$ cat src/rtl/simple_fixed2_pipe.sv
// Halfword/word shift-left and rotate execution pipe with LATENCY-deep result shift register.
// Every issue is accepted; flush kills in-flight writebacks, illegal opcodes are squashed at issue.
module simple_fixed2_pipe #(
  parameter int LATENCY   = 4,
  parameter bit EN_ROTATE = 1'b1
) (
  input  logic         clk,
  input  logic         reset,
  input  logic [0:10]  op,
  input  logic [2:0]   format,
  input  logic [0:6]   rt_addr,
  input  logic [0:127] ra,
  input  logic [0:127] rb,
  input  logic [0:17]  imm,
  input  logic         reg_write,
  input  logic         flush,
  output logic [0:127] rt_wb,
  output logic [0:6]   rt_addr_wb,
  output logic         reg_write_wb,
  output logic         busy
);

  localparam logic [10:0] OP_SHLH  = 11'b00001011111;
  localparam logic [10:0] OP_SHLHI = 11'b00001111111;
  localparam logic [10:0] OP_SHL   = 11'b00001011011;
  localparam logic [10:0] OP_SHLI  = 11'b00001111011;
  localparam logic [10:0] OP_ROTH  = 11'b00001011100;
  localparam logic [10:0] OP_ROTHI = 11'b00001111100;
  localparam logic [10:0] OP_ROT   = 11'b00001011000;
  localparam logic [10:0] OP_ROTI  = 11'b00001111000;

  typedef struct packed {
    logic [0:127] res;
    logic [0:6]   addr;
    logic         rw;
  } stage_t;

  // Shift counts at or beyond the lane width flush the lane to zero; rotates wrap.
  function automatic logic [15:0] hw_op(input logic [15:0] a, input logic [4:0] s, input logic rot);
    logic [31:0] t;
    t = {a, a} << s[3:0];
    if (rot) return t[31:16];
    return s[4] ? 16'h0000 : (a << s[3:0]);
  endfunction

  function automatic logic [31:0] wd_op(input logic [31:0] a, input logic [5:0] s, input logic rot);
    logic [63:0] t;
    t = {a, a} << s[4:0];
    if (rot) return t[63:32];
    return s[5] ? 32'h0 : (a << s[4:0]);
  endfunction

  logic         is_rr, is_ri, is_nop;
  logic         op_hw, op_rot, op_ok;
  logic [0:127] res_c;
  stage_t       issue_c;
  stage_t       stage_q [LATENCY];
  stage_t       stage_d [LATENCY];
  logic         busy_q, busy_d;
  logic         unused_bits;

  assign unused_bits = ^{imm[0:10], rb};

  always_comb begin
    is_rr  = (format == 3'd0);
    is_ri  = (format == 3'd1);
    is_nop = is_rr && (op == 11'd0);
    op_hw  = 1'b0;
    op_rot = 1'b0;
    op_ok  = 1'b0;
    case (op)
      OP_SHLH:  begin op_ok = is_rr; op_hw = 1'b1; end
      OP_SHLHI: begin op_ok = is_ri; op_hw = 1'b1; end
      OP_SHL:   op_ok = is_rr;
      OP_SHLI:  op_ok = is_ri;
      OP_ROTH:  begin op_ok = is_rr && EN_ROTATE; op_hw = 1'b1; op_rot = 1'b1; end
      OP_ROTHI: begin op_ok = is_ri && EN_ROTATE; op_hw = 1'b1; op_rot = 1'b1; end
      OP_ROT:   begin op_ok = is_rr && EN_ROTATE; op_rot = 1'b1; end
      OP_ROTI:  begin op_ok = is_ri && EN_ROTATE; op_rot = 1'b1; end
      default:  ;
    endcase
  end

  always_comb begin
    res_c = '0;
    if (op_hw) begin
      for (int i = 0; i < 8; i++)
        res_c[16*i +: 16] = hw_op(ra[16*i +: 16],
                                  is_ri ? imm[13:17] : rb[16*i+11 +: 5], op_rot);
    end else begin
      for (int j = 0; j < 4; j++)
        res_c[32*j +: 32] = wd_op(ra[32*j +: 32],
                                  is_ri ? imm[12:17] : rb[32*j+26 +: 6], op_rot);
    end
  end

  // A nop is a pure bubble; an illegal op keeps its address but never writes.
  always_comb begin
    issue_c = '0;
    if (!is_nop) begin
      issue_c.addr = rt_addr;
      if (op_ok) begin
        issue_c.res = res_c;
        issue_c.rw  = reg_write;
      end
    end
  end

  always_comb begin
    stage_d[0] = issue_c;
    for (int k = 1; k < LATENCY; k++) stage_d[k] = stage_q[k-1];
    busy_d = 1'b0;
    for (int k = 0; k < LATENCY; k++) begin
      stage_d[k].rw = stage_d[k].rw & ~flush;
      busy_d        = busy_d | stage_d[k].rw;
    end
  end

  always_ff @(posedge clk) begin
    if (!reset) begin
      for (int k = 0; k < LATENCY; k++) stage_q[k] <= '0;
      busy_q <= 1'b0;
    end else begin
      for (int k = 0; k < LATENCY; k++) stage_q[k] <= stage_d[k];
      busy_q <= busy_d;
    end
  end

  assign rt_wb        = stage_q[LATENCY-1].res;
  assign rt_addr_wb   = stage_q[LATENCY-1].addr;
  assign reg_write_wb = stage_q[LATENCY-1].rw;
  assign busy         = busy_q;

endmodule

$ cat config.mk
export PLATFORM = sky130hd
export DESIGN_NAME = simple_fixed2_pipe
export DESIGN_NICKNAME = d
export VERILOG_FILES = /design/src/rtl/simple_fixed2_pipe.sv
export SDC_FILE = /design/constraint.sdc
export NUM_CORES = 2
export LEC_CHECK = 0
export ABC_AREA = 1
export CORE_MARGIN = 10
export CORE_UTILIZATION = 33
export DETAILED_ROUTE_END_ITERATION = 8
export PLACE_DENSITY = 0.64
export SETUP_SLACK_MARGIN = 0.3
export SLEW_MARGIN = 5
export SYNTH_ARGS = -nofsm -noshare
export SYNTH_HDL_FRONTEND = slang
export SYNTH_SLANG_ARGS = --single-unit
$ cat constraint.sdc
create_clock -name clk -period 2.3 [get_ports clk]
set_clock_uncertainty 0.05 [all_clocks]
set_input_delay 0.345 -clock clk [delete_from_list [all_inputs] [get_ports clk]]
set_output_delay 0.345 -clock clk [all_outputs]
set_load 0.005 [all_outputs]
* Word level (Yosys, flattened, before mapping)
Memories as Yosys holds them, arrays and structs flattened.
Cells that the tools add are included.
** Operators by class
- Equal/unequal tests :: 9
- Shift-type cells :: 24
- Mux-type cells :: 64
- Bitwise gates (word level) :: 12
- Reduce and logical (&&, ||, !) cells :: 7
** Operators with widths (count)
- 136-bit 2-to-1 mux :: 5
- 16-bit 2-to-1 mux :: 24
- 32-bit 2-to-1 mux :: 12
- 128-bit 2-to-1 mux :: 2
- 32-bit by 4-bit left shift with 32-bit output :: 8
- 64-bit by 5-bit left shift with 64-bit output :: 4
- 16-bit by 4-bit left shift with 16-bit output :: 8
- 32-bit by 5-bit left shift with 32-bit output :: 4
- 11-bit by 7-bit == test with 1-bit output (second input constant) :: 8
- 5-bit 2-to-1 mux :: 8
- 6-bit 2-to-1 mux :: 4
- 4-bit OR reduction :: 4
- 11-bit zero test :: 1
- 1-bit 2-to-1 mux :: 8
- 1-bit OR :: 7
- 1-bit bitwise AND :: 4
- 3-bit by 1-bit == test with 1-bit output (second input constant) :: 1
- 3-bit zero test :: 1
- 1-bit one-hot mux with 2 select lines :: 1
- 1-bit logical AND :: 1
- 1-bit inverter :: 1
** Word-level totals
- Bits in registers :: 1
- RAM bits :: 544
- Input port bits :: 299
- Output and inout port bits :: 137
- Word-level logic and storage cells :: 118
- Memories :: 1
** Memories
- stage_q :: words 4, bits a word 136, rd ports 4, clocked after Yosys merged registers in 0, write ports 4, RTL line 57 : stage_t stage_q [LATENCY];

* Longest topological paths before layout
- Depth in word-level cells :: 13
- Depth in mapped cells :: 19
- Gate-level depth less buffers :: 16

* Worst setup path before layout
No wires, ideal clock.
- Kind :: in2reg
- Start :: in format[1]
- End :: mem stage_q[0][70] (netlist name)
- Setup time :: 128 ps
- Data arrival time :: 1865 ps
- Required time :: 2122 ps
- Path slack :: 257 ps
- Stages on the path :: 17
- Buffers on the path :: 3
- Path through :: nor2_4 -> nand2_2 -> buf_6 -> buf_6 -> nand2_1 -> nand2_2 -> buf_2 -> o21ai_0 -> nand2_1 -> nand2_1 -> nand2_1 -> nand3_1 -> nand2_1 -> inv_1 -> nor2_1 -> nor2_1 -> nor2_1
** RTL lines
- start: declaration :: RTL line 10 : input logic [2:0] format,
- end: declaration :: RTL line 57

==> flow_metrics.env <==
export IMPL_status="finished, final reports clean"
export IMPL_wl_um=147000
export IMPL_tightest_slew_ns=0.664
export IMPL_area_growth_pct=46.4
export IMPL_crit_path_frequent_cell="nand2_1"
export IMPL_setup_viol_count_final=0
export IMPL_fin_crit_ns=1.99
export IMPL_hold_viol=0
export IMPL_timing_max_cap_violations=0
export IMPL_drt_iter0_drc=4115
export IMPL_dp_hpwl_um=112000
export IMPL_ys_flop_type="dfxtp_1"
export IMPL_hold_path_class="in -> reg"
export IMPL_cts_root_buf="clkbuf_16"
export IMPL_clock_sinks=545
export IMPL_syn_nets=5648
export IMPL_ys_types=36
export IMPL_top_level_ports=436
export IMPL_layout_commonest_cell="nand2_1"
export IMPL_synth_cells=5349
export IMPL_cts_made_buffers=54
export IMPL_avgSynthCellArea_um2=5.92
export IMPL_cp_top_family="buffers and inverters"
export IMPL_max_vdd_ir_drop_mv=0.487
export IMPL_synth_edf_count=0
export IMPL_drive_gt1_share_pct=20.5
export IMPL_yosysSeqAreaShare_pct=34.5
export IMPL_cp_slowest_cell="clkdlybuf4s50_1"
export IMPL_fin_ws_ns=0.307
export IMPL_grt_overflow_total=0
export IMPL_hold_slack_ns=0.188
export IMPL_num_vias=38300
export IMPL_fin_crit_sh_pct=86.6
export IMPL_required_ns=2.77
export IMPL_viasPerCell=5.17
export IMPL_critPathLaunchType="input port"
export IMPL_fp_dieW_um=330
export IMPL_max_freq_mhz=502
export IMPL_finalPower_w=0.0261
export IMPL_endpoint_kind="flop"
export IMPL_numPortBuffers=339
export IMPL_grt_antenna_before_repair=6
export IMPL_dp_cells=7243
export IMPL_path_cells="clkdlybuf4s50_1, nand3_2, buf_12, nand2_8, clkinv_8, buf_12, nand3_2, nand2_1, nand2_1, nand2_1, nand2_1, o21ai_1, o21ai_1, nor2_1, buf_4"
export IMPL_finalWeightedCongestion=1.02
export IMPL_drv_slew=0
export IMPL_power_density_mw_per_mm2=562
export IMPL_die_area_mm2=0.109
export IMPL_die_y_um=330
export IMPL_cts_path_max_buffers=3
export IMPL_crit_buf_inv=5
export IMPL_clk_latency_ns=0.63
export IMPL_p_leak_nw=24.3
export IMPL_core_mm2=0.0952
export IMPL_cts_tree="yes"
export IMPL_crit_type="in -> reg"
export IMPL_first_global_vias=35200
export IMPL_synthArstFlopShare_pct=0
export IMPL_dpl_instance_area_mm2=0.0409
export IMPL_ant_nets=0
export IMPL_grt_pass1_wl_um=215000
export IMPL_h_tree_depth=2
export IMPL_layout_nets=6410
export IMPL_drc_errors=0
export IMPL_ys_warn_count=0
export IMPL_drtPass1Iterations=8
export IMPL_grt_setup_unrepaired="true"
export IMPL_grt_start_max_net_pins=164
export IMPL_cpPeakStageDelay_ns=0.48
export IMPL_final_instance_count_excl_fill=7419
export IMPL_synth_seq_cells=545
export IMPL_post_place_ws_ns=-0.969
export IMPL_synthesis_area_mm2=0.0317
export IMPL_wl_per_cell_um=19.9
export IMPL_layout_cells_most_common_list="nand2_1 (1,697), nand3_1 (1,221), inv_1 (626)"
export IMPL_clk_pin_slew_ns=0.06
export IMPL_initial_utilization_pct=33.3
export IMPL_grt_usage_pct=25.3
export IMPL_path_max_fanout=11
export IMPL_max_slew_margin_pct=55.7
export IMPL_arrival_ns=2.46
export IMPL_num_rows=113
export IMPL_final_cell_area_mm2=0.0463
-- flip-flops by register name, indices dropped and copies added (netlist names) --
name     flops
busy         1
stage_q    544
-- where the power goes --
group          internal, W  switching (W)  total, W
combinational      0.00290        0.00471   0.00762
sequential         0.00945     0.00000399   0.00946
clock              0.00511        0.00388   0.00899
total               0.0175        0.00860    0.0261
-- synth_stat cells, types with 13 or more instances --
cell type	n	area (um2)
a21oi_1	178	891
o21ai_2	16	140
nor2_1	228	856
inv_1	641	2410
dfxtp_1	545	10900
o21ai_0	110	551
o21ai_1	20	100
nand2_2	19	119
nand3_1	1413	7070
clkbuf_1	141	529
nand2_1	1793	6730
buf_2	107	536
inv_2	29	109
buf_1	27	101
o211ai_1	13	97.6
-- per-layer routing --
layer,vias up,global-route usage (%),part of all wire [%]
met5,-,0,0.035
met4,8,6.97,3.5
met3,283,4.64,8.6
met2,1721,39.0,43
met1,17700,35.6,45
li1,18600,-,-
-- final timing paths --
kind,cells after the start,end,startpoint,slack [ns]
worst min-delay path,3,stage_q[0][6],rt_addr[1],0.19
worst max register to register,2,stage_q[1][64],stage_q[0][64],1.53
worst min register to register,2,stage_q[2][81],stage_q[1][81],0.33
worst max-delay path,15,stage_q[0][79],imm[16],0.31
-- final cells by class --
class,count,area (um2)
antenna,1,2.50
clock buffer,75,1510
clock inverter,23,313
fill,9761,48800
inverter,676,2620
multi-input combinational,3844,19100
sequential,545,10900
tap,1265,1580
timing repair buffer,990,10300
-- worst min-delay path, cell delays in order --
cell and delay, ns:
clkdlybuf4s50_1 0.40, inv_1 0.05, nor2_1 0.04
-- kinds of logic after synthesis --
kind of cell	share of synthesized area, %
and+or+nand+nor	47.5
buffers and inverters	12.0
DFF	34.5
AOI/OAI and AO/OA	5.98
-- repair_timing --
| action | 4_1_cts | 5_1_grt |
|---|---|---|
| hold endpoints to repair | 9 | 0 |
| hold buffers | 1 | 0 |
| resized for setup | 273 | 397 |
| endpoints found under the setup margin | 129 | 129 |
| buffers inserted | 30 | 13 |
| cloned | 14 | 19 |
| pin swaps | 49 | 106 |
-- stage by stage --
stage / setup TNS (ns) / utilization [%]
2_1_floorplan: 0 / -
3_3_place_gp: -90.90 / 43.0
3_5_place_dp: -91.52 / 43.0
4_1_cts: 0 / 46.5
5_1_grt: 0 / 48.7
6_report: 0 / 48.7
(Power assumes the default switching activity.)
